### src/rtl/msdap_conv_sequencer_if.sv
// Memory-side bus of the MSDAP convolution sequencer.
// Groups the three synchronous-read table ports: Rj table, coefficient
// memory and the circular data buffer. Read data is valid one cycle
// after its address/strobe.
//   master : the sequencer (drives addresses and read strobe)
//   slave  : the memories (drive read data)
interface msdap_conv_sequencer_if;
  logic [3:0]  rj_addr;
  logic [15:0] rj_data;
  logic [8:0]  coeff_addr;
  logic [15:0] coeff_data;
  logic        data_rd_en;
  logic [7:0]  data_addr;
  logic [15:0] data_rd;

  modport master (
    output rj_addr, coeff_addr, data_rd_en, data_addr,
    input  rj_data, coeff_data, data_rd
  );

  modport slave (
    input  rj_addr, coeff_addr, data_rd_en, data_addr,
    output rj_data, coeff_data, data_rd
  );
endinterface

### src/rtl/msdap_conv_sequencer.sv
// Per-channel convolution scheduler for the MSDAP filter datapath.
// On start it walks the 16 Rj groups, fetches each group's coefficients,
// reads the matching history sample x(n-k) from the circular data buffer
// and shift-and-adds into a 40-bit accumulator (one arithmetic right
// shift per group).
// Ports:
//   sClk, reset     : clock, asynchronous active-high reset
//   clear           : synchronous abort to IDLE, result is kept
//   start           : one-cycle request, ignored unless IDLE
//   n_in            : current sample index n
//   newest_ptr      : data buffer address holding x(n)
//   mem             : Rj / coefficient / data buffer read bus (master)
//   busy, done      : busy from acceptance until done; done is one cycle
//   result          : y(n), held until the next done
//   coeff_overrun   : sticky, Rj sum walked past the coefficient memory
module msdap_conv_sequencer (
  input  logic                          sClk,
  input  logic                          reset,
  input  logic                          clear,
  input  logic                          start,
  input  logic [15:0]                   n_in,
  input  logic [7:0]                    newest_ptr,
  msdap_conv_sequencer_if.master        mem,
  output logic                          busy,
  output logic                          done,
  output logic [39:0]                   result,
  output logic                          coeff_overrun
);

  localparam int unsigned RJ_NUM    = 16;
  localparam int unsigned COEFF_NUM = 512;
  localparam int unsigned DATA_NUM  = 256;
  localparam int unsigned ACC_W     = 40;
  localparam int unsigned FRAC_SH   = 16;
  localparam int unsigned SAMP_W    = 16;
  localparam int unsigned J_W       = $clog2(RJ_NUM);
  // One extra bit so the pointer can sit at COEFF_NUM to flag overrun.
  localparam int unsigned CP_W      = $clog2(COEFF_NUM) + 1;
  localparam int unsigned DA_W      = $clog2(DATA_NUM);
  localparam int unsigned EXT_W     = ACC_W - SAMP_W - FRAC_SH;

  typedef enum logic [2:0] {
    IDLE, RJ_FETCH, RJ_LATCH, COEF_FETCH, COEF_LATCH, DATA_ACC, SHIFT, DONE
  } state_t;

  state_t            state;
  logic [15:0]       nLat;
  logic [15:0]       rCnt;
  logic [DA_W-1:0]   newestLat;
  logic [J_W-1:0]    jCnt;
  logic [CP_W-1:0]   coeffPtr;
  logic [ACC_W-1:0]  acc;
  logic              termRead;
  logic              termSub;

  logic              termOvr;
  logic [CP_W-1:0]   ptrNext;
  logic [7:0]        offK;
  logic [ACC_W-1:0]  termVal;
  logic [ACC_W-1:0]  accShr;
  logic [6:0]        unusedCoeffHi;

  // Pointer saturates at COEFF_NUM; any term fetched there is an overrun.
  assign termOvr       = coeffPtr[CP_W-1];
  assign ptrNext       = termOvr ? coeffPtr : coeffPtr + CP_W'(1);
  assign offK          = mem.coeff_data[7:0];
  assign unusedCoeffHi = mem.coeff_data[15:9];
  assign termVal       = {{EXT_W{mem.data_rd[SAMP_W-1]}}, mem.data_rd, {FRAC_SH{1'b0}}};
  assign accShr        = ACC_W'($signed(acc) >>> 1);

  // Data read is decoded from coeff_data in the same cycle it arrives so
  // the sample is back in time for DATA_ACC.
  always_comb begin
    mem.data_rd_en = 1'b0;
    mem.data_addr  = '0;
    if (state == COEF_LATCH && !termOvr && 16'(offK) <= nLat) begin
      mem.data_rd_en = 1'b1;
      mem.data_addr  = newestLat - offK;
    end
  end

  // Sequencer FSM with registered outputs.
  always_ff @(posedge sClk or posedge reset) begin
    if (reset) begin
      state          <= IDLE;
      nLat           <= '0;
      rCnt           <= '0;
      newestLat      <= '0;
      jCnt           <= '0;
      coeffPtr       <= '0;
      acc            <= '0;
      termRead       <= 1'b0;
      termSub        <= 1'b0;
      busy           <= 1'b0;
      done           <= 1'b0;
      result         <= '0;
      coeff_overrun  <= 1'b0;
      mem.rj_addr    <= '0;
      mem.coeff_addr <= '0;
    end else if (clear) begin
      // Abort without touching result.
      state          <= IDLE;
      rCnt           <= '0;
      jCnt           <= '0;
      coeffPtr       <= '0;
      acc            <= '0;
      termRead       <= 1'b0;
      termSub        <= 1'b0;
      busy           <= 1'b0;
      done           <= 1'b0;
      coeff_overrun  <= 1'b0;
      mem.rj_addr    <= '0;
      mem.coeff_addr <= '0;
    end else begin
      done <= 1'b0;
      case (state)
        IDLE: begin
          if (start) begin
            nLat        <= n_in;
            newestLat   <= newest_ptr;
            acc         <= '0;
            coeffPtr    <= '0;
            jCnt        <= '0;
            mem.rj_addr <= '0;
            busy        <= 1'b1;
            state       <= RJ_FETCH;
          end
        end
        RJ_FETCH: state <= RJ_LATCH;
        RJ_LATCH: begin
          rCnt <= mem.rj_data;
          if (mem.rj_data == 16'd0) begin
            state <= SHIFT;
          end else begin
            if (!termOvr) mem.coeff_addr <= coeffPtr[CP_W-2:0];
            state <= COEF_FETCH;
          end
        end
        COEF_FETCH: begin
          if (termOvr) coeff_overrun <= 1'b1;
          state <= COEF_LATCH;
        end
        COEF_LATCH: begin
          termRead <= mem.data_rd_en;
          termSub  <= mem.coeff_data[8];
          state    <= DATA_ACC;
        end
        DATA_ACC: begin
          if (termRead) acc <= termSub ? acc - termVal : acc + termVal;
          coeffPtr <= ptrNext;
          rCnt     <= rCnt - 16'd1;
          if (rCnt == 16'd1) begin
            state <= SHIFT;
          end else begin
            if (!ptrNext[CP_W-1]) mem.coeff_addr <= ptrNext[CP_W-2:0];
            state <= COEF_FETCH;
          end
        end
        SHIFT: begin
          acc <= accShr;
          if (jCnt == J_W'(RJ_NUM - 1)) begin
            result <= accShr;
            done   <= 1'b1;
            busy   <= 1'b0;
            state  <= DONE;
          end else begin
            jCnt        <= jCnt + J_W'(1);
            mem.rj_addr <= jCnt + J_W'(1);
            state       <= RJ_FETCH;
          end
        end
        DONE:    state <= IDLE;
        default: state <= IDLE;
      endcase
    end
  end

endmodule

### src/flat_wrapper.sv
// flat-port wrapper written by rule: the top's interface ports become plain ports
module msdap_conv_sequencer_flat 
  (sClk, reset, clear, start, n_in, newest_ptr, busy, done, result, coeff_overrun, mem_rj_addr, mem_coeff_addr, mem_data_rd_en, mem_data_addr, mem_rj_data, mem_coeff_data, mem_data_rd);
  msdap_conv_sequencer_if mem_i ();
  input  logic sClk;
  input  logic reset;
  input  logic clear;
  input  logic start;
  input  logic [15:0] n_in;
  input  logic [7:0] newest_ptr;
  output logic busy;
  output logic done;
  output logic [39:0] result;
  output logic coeff_overrun;
  output wire logic [$bits(mem_i.rj_addr)-1:0] mem_rj_addr;
  output wire logic [$bits(mem_i.coeff_addr)-1:0] mem_coeff_addr;
  output wire logic [$bits(mem_i.data_rd_en)-1:0] mem_data_rd_en;
  output wire logic [$bits(mem_i.data_addr)-1:0] mem_data_addr;
  input wire logic [$bits(mem_i.rj_data)-1:0] mem_rj_data;
  input wire logic [$bits(mem_i.coeff_data)-1:0] mem_coeff_data;
  input wire logic [$bits(mem_i.data_rd)-1:0] mem_data_rd;
  assign mem_rj_addr = mem_i.rj_addr;
  assign mem_coeff_addr = mem_i.coeff_addr;
  assign mem_data_rd_en = mem_i.data_rd_en;
  assign mem_data_addr = mem_i.data_addr;
  assign mem_i.rj_data = mem_rj_data;
  assign mem_i.coeff_data = mem_coeff_data;
  assign mem_i.data_rd = mem_data_rd;
  msdap_conv_sequencer u_core (.sClk(sClk), .reset(reset), .clear(clear), .start(start), .n_in(n_in), .newest_ptr(newest_ptr), .mem(mem_i), .busy(busy), .done(done), .result(result), .coeff_overrun(coeff_overrun));
endmodule
### config.mk
export PLATFORM = sky130hd
export DESIGN_NAME = msdap_conv_sequencer_flat
export DESIGN_NICKNAME = d
export VERILOG_FILES = /design/src/rtl/msdap_conv_sequencer_if.sv /design/src/rtl/msdap_conv_sequencer.sv /design/src/flat_wrapper.sv
export SDC_FILE = /design/constraint.sdc
export NUM_CORES = 1
export LEC_CHECK = 0
export ABC_CLOCK_PERIOD_IN_PS = 10350
export CORE_MARGIN = 2
export CORE_UTILIZATION = 55
export DETAILED_ROUTE_END_ITERATION = 12
export PLACE_DENSITY = 0.82
export SETUP_SLACK_MARGIN = 0.2
export SLEW_MARGIN = 15
export SYNTH_ARGS = -nofsm -noshare
export SYNTH_HDL_FRONTEND = slang
export SYNTH_SLANG_ARGS = --single-unit
export TNS_END_PERCENT = 5
### constraint.sdc
create_clock -name sClk -period 10.35 [get_ports sClk]
set_clock_uncertainty 0.1 [all_clocks]
set_input_delay 1.035 -clock sClk [delete_from_list [all_inputs] [get_ports sClk]]
set_output_delay 1.035 -clock sClk [all_outputs]
set_load 0.1 [all_outputs]
==> results of run 1 <==
[layout make-up]
class                   count  share of cell area
multi-input cells         709               0.440
well taps                 216              0.0248
inverters                  37              0.0132
repair buffers            142               0.129
clock buffers              19              0.0406
clock inverters            13             0.00941
flip-flops and latches    149               0.342
[state kept, by name, summed over array words and instances (netlist names)]
signal / cells
u_core.termSub: 1
u_core.done: 1
u_core.rCnt: 16
u_core.mem.coeff_addr: 9
u_core.busy: 1
u_core.coeffPtr: 10
u_core.mem.rj_addr: 4
u_core.result: 39
u_core.coeff_overrun: 1
u_core.state: 3
u_core.acc: 39
u_core.newestLat: 8
u_core.termRead: 1
u_core.nLat: 16
[worst reg2reg max path: stages, from the launching register on]
cell and delay (ps):
dfrtp_1 960, mux2_2 480, fa_1 430, nand2b_1 190, a21oi_1 240, o21ai_0 240, a211oi_1 430, o21ai_0 240
mux2i_1 210, nand2_1 60
[power by group]
| group | internal, W | switching (W) |
|---|---|---|
| logic | 0.000124 | 0.000156 |
| registers | 0.000620 | 0.0000298 |
| clock network | 0.000315 | 0.000257 |
[worst min path at each step]
stage                     slack, ps                     endpoint                   startpoint  cells after the start
after global placement          360      u_core.busy$_DFFE_PP0P_      u_core.busy$_DFFE_PP0P_                      1
after global routing            420  u_core.nLat[14]$_DFFE_PP0P_  u_core.nLat[14]$_DFFE_PP0P_                      1
after detailed placement        370      u_core.busy$_DFFE_PP0P_      u_core.busy$_DFFE_PP0P_                      1
after CTS                       390      u_core.busy$_DFFE_PP0P_      u_core.busy$_DFFE_PP0P_                      1
after floorplan                 360  u_core.rCnt[15]$_DFFE_PP0P_  u_core.rCnt[15]$_DFFE_PP0P_                      1
final                           390      u_core.busy$_DFFE_PP0P_      u_core.busy$_DFFE_PP0P_                      1
[through the flow]
step           setup WS [ps]  utilization  std cells  hold slack [ps]  instance area (um2)
2_1_floorplan           4870            -        945              357                 8890
3_3_place_gp            5140        0.653       1252              362                10300
3_5_place_dp            5060        0.653       1252              366                10300
4_1_cts                 5050        0.687       1284              394                10900
5_1_grt                 4840        0.689       1285              420                10900
6_report                5060        0.689       1285              394                10900
[cell usage in the layout, fill, tap and decap left out, drive strengths merged, types with 6 or more instances in the layout]
cell type | Yosys | routed
xnor2 | 30 | 30
a22o | 22 | 22
ha | 44 | 44
clkbuf | 37 | 19
o211ai | 6 | 6
nor3 | 23 | 23
mux2 | 66 | 66
nor2b | 10 | 10
a21o | 18 | 18
or3 | 9 | 9
and3 | 7 | 7
clkdlybuf4s50 | 0 | 133
a211oi | 8 | 8
o21ai | 86 | 86
nand3 | 15 | 15
nand2 | 76 | 76
nor2 | 84 | 84
dfrtp | 149 | 149
nand4 | 8 | 8
buf | 13 | 9
a22oi | 10 | 10
and2 | 6 | 6
xor2 | 8 | 8
inv | 37 | 40
o31ai | 9 | 9
a21oi | 82 | 82
nand2b | 10 | 10
nor4 | 18 | 18
[per-layer routing]
layer  share of wire  wire [um]  up-vias  GRT usage
li1                -          -     3666          -
met1            0.44       9500     3674      0.340
met2            0.47      10100      250      0.411
met3           0.058       1240       43     0.0517
met4           0.022        480        0     0.0990
met5               0          0        -          0
[cells by family after synthesis]
logic type,after synthesis
adders and majority gates,46
buffers and inverters,87
and+or+nand+nor,280
xor gates and xnor gates,38
muxes,70
AOI/OAI and AO/OA,275
DFF,149
==> results.json, run 1 <==
{
  "wirelength_um": 21400,
  "clk_pin_slew_ps": 60,
  "cts_tree": "built",
  "critPathArrivalTime_ps": 4160,
  "die_w_um": 131,
  "regArea_mm2": 0.00373,
  "synth_top_area_cell": "dfrtp_1",
  "drt-vias-per-instance": 5.94,
  "critPathMaxStageDelay_ps": 1130,
  "grt_start_max_net_pins": 78,
  "final_antenna_net_count": 0,
  "synth-simple-area-share": 0.153,
  "power_density_mw_per_mm2": 138,
  "synth_common_cells": "dfrtp_1 (149), o21ai_0 (85), nor2_1 (84)",
  "avgSynthCellArea_um2": 9.41,
  "grtUsageTotal": 0.255,
  "place_congestion": 0.946,
  "hpwlAfterDp_um": 15000,
  "multi_input_area_mm2": 0.00480,
  "synth_top_family_by_area": "compound AO/OA/AOI/OAI gates",
  "cts_buffer_depth": 2,
  "cts-resized-gates": 0,
  "pin_count": 141,
  "port_buffers": 133,
  "final_hold_viol_count": 0,
  "drc_errors": 0,
  "fmax_mhz": 189,
  "grt_pass1_vias": 7389,
  "reg2reg_to": "u_core.acc[36]$_DFFE_PP0P_",
  "ctsHoldBuffers": 0,
  "cp-end-kind": "output port",
  "path_buf_inv": 3,
  "via_count": 7633,
  "fillers": 1205,
  "coreArea_mm2": 0.0158,
  "yosys-top-cells-area": "dfrtp_1 (42%), mux2_2 (8.4%), ha_1 (6.2%), o21ai_0 (4.8%), a21oi_1 (4.6%)",
  "ff2ff_setup_slack_ps": 6650,
  "synthArstFlopShare": 1.00,
  "finalPower_w": 0.00150,
  "clk_latency_ps": 430,
  "crit_path_max_fanout": 2,
  "irDropWorstVdd_mv": 0.139,
  "required_ps": 9220,
  "grt_overflow": 0,
  "yosysUniqueCellTypes": 67,
  "cts_htree_levels": 4,
  "drtIter0Drc": 541,
  "syn_to_final_growth_pct": 22.5,
  "finalSetupTns_ps": 0,
  "slew_violations": 0,
  "drt-pass1-iter-count": 5,
  "syn_nets": 1067,
  "start_util": 0.562,
  "ys_ff_latch": 149,
  "crit_chain": "clkdlybuf4s50_1 > ha_1 > inv_1 > fa_1 > a21oi_1 > o21bai_1 > a21o_1 > a21oi_1 > xor2_1 > nor2_1 > clkdlybuf4s50_1",
  "yosysTopAreaCellShare": 0.419,
  "numCtsBuffers": 17,
  "synth_compound_gate_area_share": 0.194,
  "syn-instance-count": 945,
  "nets": 1178,
  "grt_first_pass_wirelength_um": 36100,
  "synth-xor-area-share": 0.0374,
  "netlist_area_mm2": 0.00889,
  "synthFlopType": "dfrtp_1",
  "leakagePower_nw": 4.84,
  "worst_pin_slew_ps": 1090,
  "antenna_found_initial": 0,
  "synthMuxAreaShare": 0.0881,
  "critical-path-slowest-cell": "clkdlybuf4s50_1",
  "n_antenna_cell": 0,
  "synth_edf_count": 0,
  "hold_path_class": "reg -> reg",
  "crit_type": "in -> out",
  "yosysMostFrequentCell": "dfrtp_1",
  "path_depth": 11,
  "critPathLaunch": "mem_coeff_data[0]",
  "fin_crit_sh": 0.511,
  "rr_worst_depth": 9,
  "synthAdderAreaFrac": 0.0664,
  "layout-drive-gt1-share": 0.117,
  "critPathLaunchType": "primary input",
  "clockRootBuffer": "clkbuf_16",
  "reg2reg_from": "u_core.termSub$_DFFE_PP0P_",
  "setup_viol": 0,
  "yosysSeqAreaShare": 0.419,
  "wl_per_cell_um": 16.6,
  "max_cap_violations": 0,
  "slew_headroom": 0.273,
  "cts_setup_buffers": 0,
  "rows": 46,
  "status": "completed",
  "fin_crit_ps": 5290,
  "rsz0062_at_grt": "false",
  "dieArea_mm2": 0.0172,
  "worstSetupEndpoint": "mem_data_addr[6]",
  "die_h_um": 131,
  "yosys_warnings": 0,
  "cts_sinks": 149,
  "cp_top_family": "buffers and inverters"
}
Note: power is estimated with default switching activity, not from simulation.
==> run 2: changes to the inputs <==
ABC_CLOCK_PERIOD_IN_PS = 5400   (was 10350)
clock period = 5.4 ns   (was 10.35 ns; I/O delays follow)
==> run 2 against run 1 <==
  * Total power grew 94%
  * Sequential cell count did not move
  * Via count grew 0.85%
  * Wire length is 0.17% lower
  * Hold slack improved by 1.1 ps
  * Cell area is essentially flat
  * Clock power is 98% higher
  * Clock-buffer cell count decreased by 1
  * Utilization barely moved
==> results.json, run 2 (synthesized netlist as in run 1, its figures left out) <==
{
  "n_antenna_cell": 0,
  "drt-pass1-iter-count": 6,
  "rows": 46,
  "comb_power_share": 0.185,
  "fillers": 1272,
  "grt_first_pass_wirelength_um": 35200,
  "finalPower_w": 0.00291,
  "clk_latency_ps": 430,
  "ctsHoldBuffers": 0,
  "cts_setup_buffers": 0,
  "clk_pin_slew_ps": 60,
  "top_regs": "u_core.acc x39, u_core.result x39",
  "nets": 1178,
  "dieArea_mm2": 0.0172,
  "drc_errors": 0,
  "drtIter0Drc": 600,
  "setup_ws_ps": 993,
  "die_w_um": 131,
  "numCtsBuffers": 17,
  "syn_to_final_growth_pct": 22.6,
  "cts_htree_levels": 4,
  "final_cell_mix": "dfrtp_1 (149), clkdlybuf4s50_1 (130), o21ai_0 (85)",
  "pwr-share-clk": 0.387,
  "internal_power_w": 0.00204,
  "slew_headroom": 0.270,
  "status": "completed",
  "grt_overflow": 0,
  "die_h_um": 131,
  "required_ps": 5590,
  "share_seq_of_total_power": 0.427,
  "multi_input_area_mm2": 0.00480,
  "cts_buffer_depth": 2,
  "switching_power_w": 0.000873,
  "wl_per_cell_um": 16.6,
  "finalSetupTns_ps": 0,
  "setup_viol": 0,
  "rsz0062_at_grt": "false",
  "critPathArrivalTime_ps": 4600,
  "cts_tree": "built",
  "grt_pass1_vias": 7148,
  "leakagePower_nw": 4.85,
  "port_buffers": 133,
  "cts-resized-gates": 0,
  "dp_worst_setup_slack_ps": 636,
  "crit_type": "in -> reg",
  "power_density_mw_per_mm2": 267,
  "place_congestion": 0.940,
  "coreArea_mm2": 0.0158,
  "worst_pin_slew_ps": 1090,
  "irDropWorstVdd_mv": 0.245,
  "via_count": 7698,
  "pin_count": 141,
  "fin_crit_ps": 4410,
  "hpwlAfterDp_um": 14700,
  "fmax_mhz": 227,
  "wirelength_um": 21300,
  "max_cap_violations": 0,
  "grtUsageTotal": 0.249,
  "critPathLaunchType": "primary input",
  "final_common_cell": "dfrtp_1",
  "grt_start_max_net_pins": 115,
  "drt-vias-per-instance": 5.99,
  "start_util": 0.562,
  "fin_crit_sh": 0.816,
  "layout-drive-gt1-share": 0.121,
  "cts_sinks": 149,
  "final_antenna_net_count": 0,
  "switching_share": 0.300,
  "antenna_found_initial": 0,
  "slew_violations": 0,
  "clockRootBuffer": "clkbuf_16",
  "final_hold_viol_count": 0,
  "crit_path_max_fanout": 10,
  "hold_path_class": "reg -> reg",
  "cp-end-kind": "flop",
  "regArea_mm2": 0.00373
}
run 2: changes by cell type in the layout (fill, tap and decap cells not counted):
cell / before / now
buf_4: 8 / 11
clkinv_2: 2 / 1
clkinvlp_4: 5 / 3
clkbuf_1: 1 / 0
inv_6: 3 / 7
clkdlybuf4s50_1: 133 / 130
run 2: metal layers:
layer  vias to the layer above  share of wire  track usage
met5                         -              0            0
met3                        47          0.057       0.0451
met4                         0          0.020       0.0851
li1                       3646              -            -
met1                      3719           0.45        0.337
met2                       286           0.47        0.405
run 2: worst max-delay path: stages:
cell             delay, ps
clkdlybuf4s50_1        470
nor3_1                 330
nand3_1                190
nor3_1                 290
nand3b_1               190
nor4_1                 220
nor2_1                  80
xnor2_1                180
ha_1                   420
a21o_1                 260
a311o_1                320
a31o_2                 210
o21ai_1                300
o41a_1                 290
mux2i_1                210
o211ai_1               110
run 2: worst paths after layout:
check / to / from / cells after the start / slack [ps]
setup / recovery: u_core.acc[39]$_DFFE_PP0P_ / mem_data_rd[3] / 16 / 990
hold / removal: u_core.busy$_DFFE_PP0P_ / u_core.busy$_DFFE_PP0P_ / 1 / 400
setup reg to reg: u_core.acc[39]$_DFFE_PP0P_ / u_core.termSub$_DFFE_PP0P_ / 10 / 1690
hold reg to reg: u_core.busy$_DFFE_PP0P_ / u_core.busy$_DFFE_PP0P_ / 1 / 400
max in group asynchronous: u_core.result[24]$_DFFE_PP0P_ / reset / 3 / 3500
min in group asynchronous: u_core.rCnt[9]$_DFFE_PP0P_ / reset / 2 / 630
run 2: stage by stage:
stage / instance area, um2 / std cells / util / hold WS (ps)
2_1_floorplan: 8890 / 945 / - / 357
3_3_place_gp: 10300 / 1252 / 0.652 / 361
3_5_place_dp: 10300 / 1252 / 0.652 / 384
4_1_cts: 10900 / 1284 / 0.688 / 400
5_1_grt: 10900 / 1285 / 0.689 / 418
6_report: 10900 / 1285 / 0.689 / 395
run 2: power by group through the flow:
stage	clock network (W)	logic, W	registers [W]
2_1_floorplan	0	0.000383	0.00125
3_3_place_gp	0	0.000515	0.00126
3_5_place_dp	0	0.000533	0.00126
4_1_cts	0.00114	0.000539	0.00125
5_1_grt	0.00119	0.000606	0.00125
6_report	0.00113	0.000540	0.00124
run 2: cell type report:
class                      instances  area share
clock buffer                      18      0.0403
clock inverter                    14      0.0108
inverter                          37      0.0132
multi-input combinational        709       0.440
sequential                       149       0.342
tap                              216      0.0248
timing repair buffer             142       0.129
==> run 3: changes to the inputs <==
ABC_CLOCK_PERIOD_IN_PS = 4580   (was 5400)
clock period = 4.58 ns   (was 5.4 ns; I/O delays follow)
==> run 3 against run 2 <==
  * Wire length up 1.2%
  * Clock power increased by 25%
  * Die area unchanged
  * Clock-buffer cell count up 1
  * Utilization rose by 0.50 points
  * Hold slack got worse by 3.2 ps
  * Sequential power grew 19%
  * Critical path depth is the same
  * Non-clock buffer count up 6
  * Worst setup slack worse by 450 ps
  * First-iteration DRC count fell by 8.5%
  * Cell area up 0.72%
  * Critical path type unchanged
  * Critical endpoint unchanged
==> results.json, run 3 (synthesized netlist as in run 1, its figures left out) <==
{
  "leakagePower_nw": 4.92,
  "drt-pass1-iter-count": 6,
  "final_antenna_net_count": 0,
  "grtUsageTotal": 0.255,
  "cts_buffer_depth": 2,
  "top_regs": "u_core.acc x39, u_core.result x39",
  "cts_sinks": 149,
  "fillers": 1254,
  "hold_path_class": "reg -> reg",
  "drt-vias-per-instance": 5.91,
  "die_h_um": 131,
  "slew_violations": 0,
  "clk_pin_slew_ps": 60,
  "cts-resized-gates": 0,
  "slew_headroom": 0.286,
  "power_density_mw_per_mm2": 320,
  "fmax_mhz": 247,
  "wirelength_um": 21600,
  "drtIter0Drc": 549,
  "critical-path-slowest-cell": "clkdlybuf4s50_1",
  "placed_area_mm2": 0.0104,
  "max_cap_violations": 0,
  "hpwlAfterDp_um": 15200,
  "rows": 46,
  "final_common_cell": "dfrtp_1",
  "cp-end-kind": "flop",
  "port_buffers": 133,
  "cts_tree": "built",
  "ctsHoldBuffers": 0,
  "fin_crit_ps": 4040,
  "coreArea_mm2": 0.0158,
  "clk_latency_ps": 420,
  "pin_count": 141,
  "syn_to_final_growth_pct": 23.5,
  "layout-drive-gt1-share": 0.131,
  "worst_pin_slew_ps": 1070,
  "finalSetupTns_ps": 0,
  "grt_pass1_vias": 7285,
  "die_w_um": 131,
  "dieArea_mm2": 0.0172,
  "crit_path_max_fanout": 3,
  "nets": 1184,
  "cts_htree_levels": 4,
  "status": "completed",
  "rsz0062_at_grt": "false",
  "grt_first_pass_wirelength_um": 36100,
  "dp_worst_setup_slack_ps": 149,
  "cts_setup_buffers": 0,
  "place_congestion": 0.920,
  "setup_viol": 0,
  "setup_ws_ps": 539,
  "critPathArrivalTime_ps": 4230,
  "path_buf_inv": 1,
  "crit_chain": "clkdlybuf4s50_1 > nor3_2 > nand3_1 > nor3_1 > nand3b_1 > nor4_1 > nor2_1 > xnor2_1 > ha_1 > a21o_1 > a311o_1 > a31o_2 > o21ai_1 > o41a_1 > mux2i_1 > o211ai_1",
  "critPathLaunch": "mem_data_rd[4]",
  "n_antenna_cell": 0,
  "design_area_mm2": 0.0110,
  "required_ps": 4770,
  "clockRootBuffer": "clkbuf_16",
  "start_util": 0.562,
  "min_from": "u_core.rCnt[15]$_DFFE_PP0P_",
  "final_cell_mix": "dfrtp_1 (149), clkdlybuf4s50_1 (124), o21ai_0 (85)",
  "fin_crit_sh": 0.882,
  "numCtsBuffers": 17,
  "cp_top_family": "compound AO/OA/AOI/OAI gates",
  "critPathMaxStageDelay_ps": 480,
  "via_count": 7626,
  "drc_errors": 0,
  "grt_start_max_net_pins": 74,
  "crit_type": "in -> reg",
  "critPathLaunchType": "primary input",
  "antenna_found_initial": 0,
  "grt_overflow": 0,
  "irDropWorstVdd_mv": 0.270,
  "final_hold_viol_count": 0,
  "reg2reg_from": "u_core.termSub$_DFFE_PP0P_",
  "wl_per_cell_um": 16.7
}
==> run 3: changes by cell type in the layout (fill, tap and decap cells not counted), moves of 2 or more <==
cell,delta
bufinv_16,+2
clkinv_2,+2
buf_4,+11
inv_6,-3
clkdlybuf4s50_1,-6
==> run 3: power breakdown <==
part	switching [W]	internal, W
clock	0.000586	0.000826
combinational	0.000353	0.000282
sequential	0.0000698	0.00140
==> run 3: layout make-up <==
type / instances / area [um2] / area share
timing repair buffer: 148 / 1450 / 0.132
clock buffer: 19 / 443 / 0.0403
multi-input combinational: 709 / 4810 / 0.438
tap: 216 / 270 / 0.0246
sequential: 149 / 3730 / 0.339
clock inverter: 13 / 146 / 0.0133
inverter: 37 / 143 / 0.0130
==> run 3: worst paths after layout <==
path	slack [ps]	cells past startpoint	to
worst max-delay path	540	16	u_core.acc[39]$_DFFE_PP0P_
worst min-delay path	390	1	u_core.rCnt[15]$_DFFE_PP0P_
worst max register to register	1110	9	u_core.acc[36]$_DFFE_PP0P_
worst min register to register	390	1	u_core.rCnt[15]$_DFFE_PP0P_
max in group asynchronous	2930	3	u_core.result[20]$_DFFE_PP0P_
min in group asynchronous	470	2	u_core.rCnt[11]$_DFFE_PP0P_
==> run 3: per-layer routing <==
metal	up-vias	global-route usage	share of wire
li1	3668	-	-
met1	3693	0.352	0.46
met2	239	0.415	0.47
met4	0	0.0628	0.014
met5	-	0	0
met3	26	0.0517	0.056
==> run 3: worst register-to-register path, delay by kind of cell, from the launching register on <==
kind / cells / cell delay (ps)
AO/OA/AOI/OAI: 4 / 1150
flip-flops: 1 / 770
multiplexers: 2 / 650
adder cells (fa/ha/maj): 1 / 440
AND/OR/NAND/NOR: 2 / 240
==> run 3: per-stage QoR <==
stage / util / hold slack [ps] / std cells / total power (W)
3_3_place_gp: 0.655 / 364 / 1258 / 0.00209
4_1_cts: 0.692 / 396 / 1290 / 0.00353
2_1_floorplan: - / 357 / 945 / 0.00193
3_5_place_dp: 0.655 / 375 / 1258 / 0.00212
6_report: 0.694 / 392 / 1291 / 0.00352
5_1_grt: 0.694 / 416 / 1291 / 0.00368
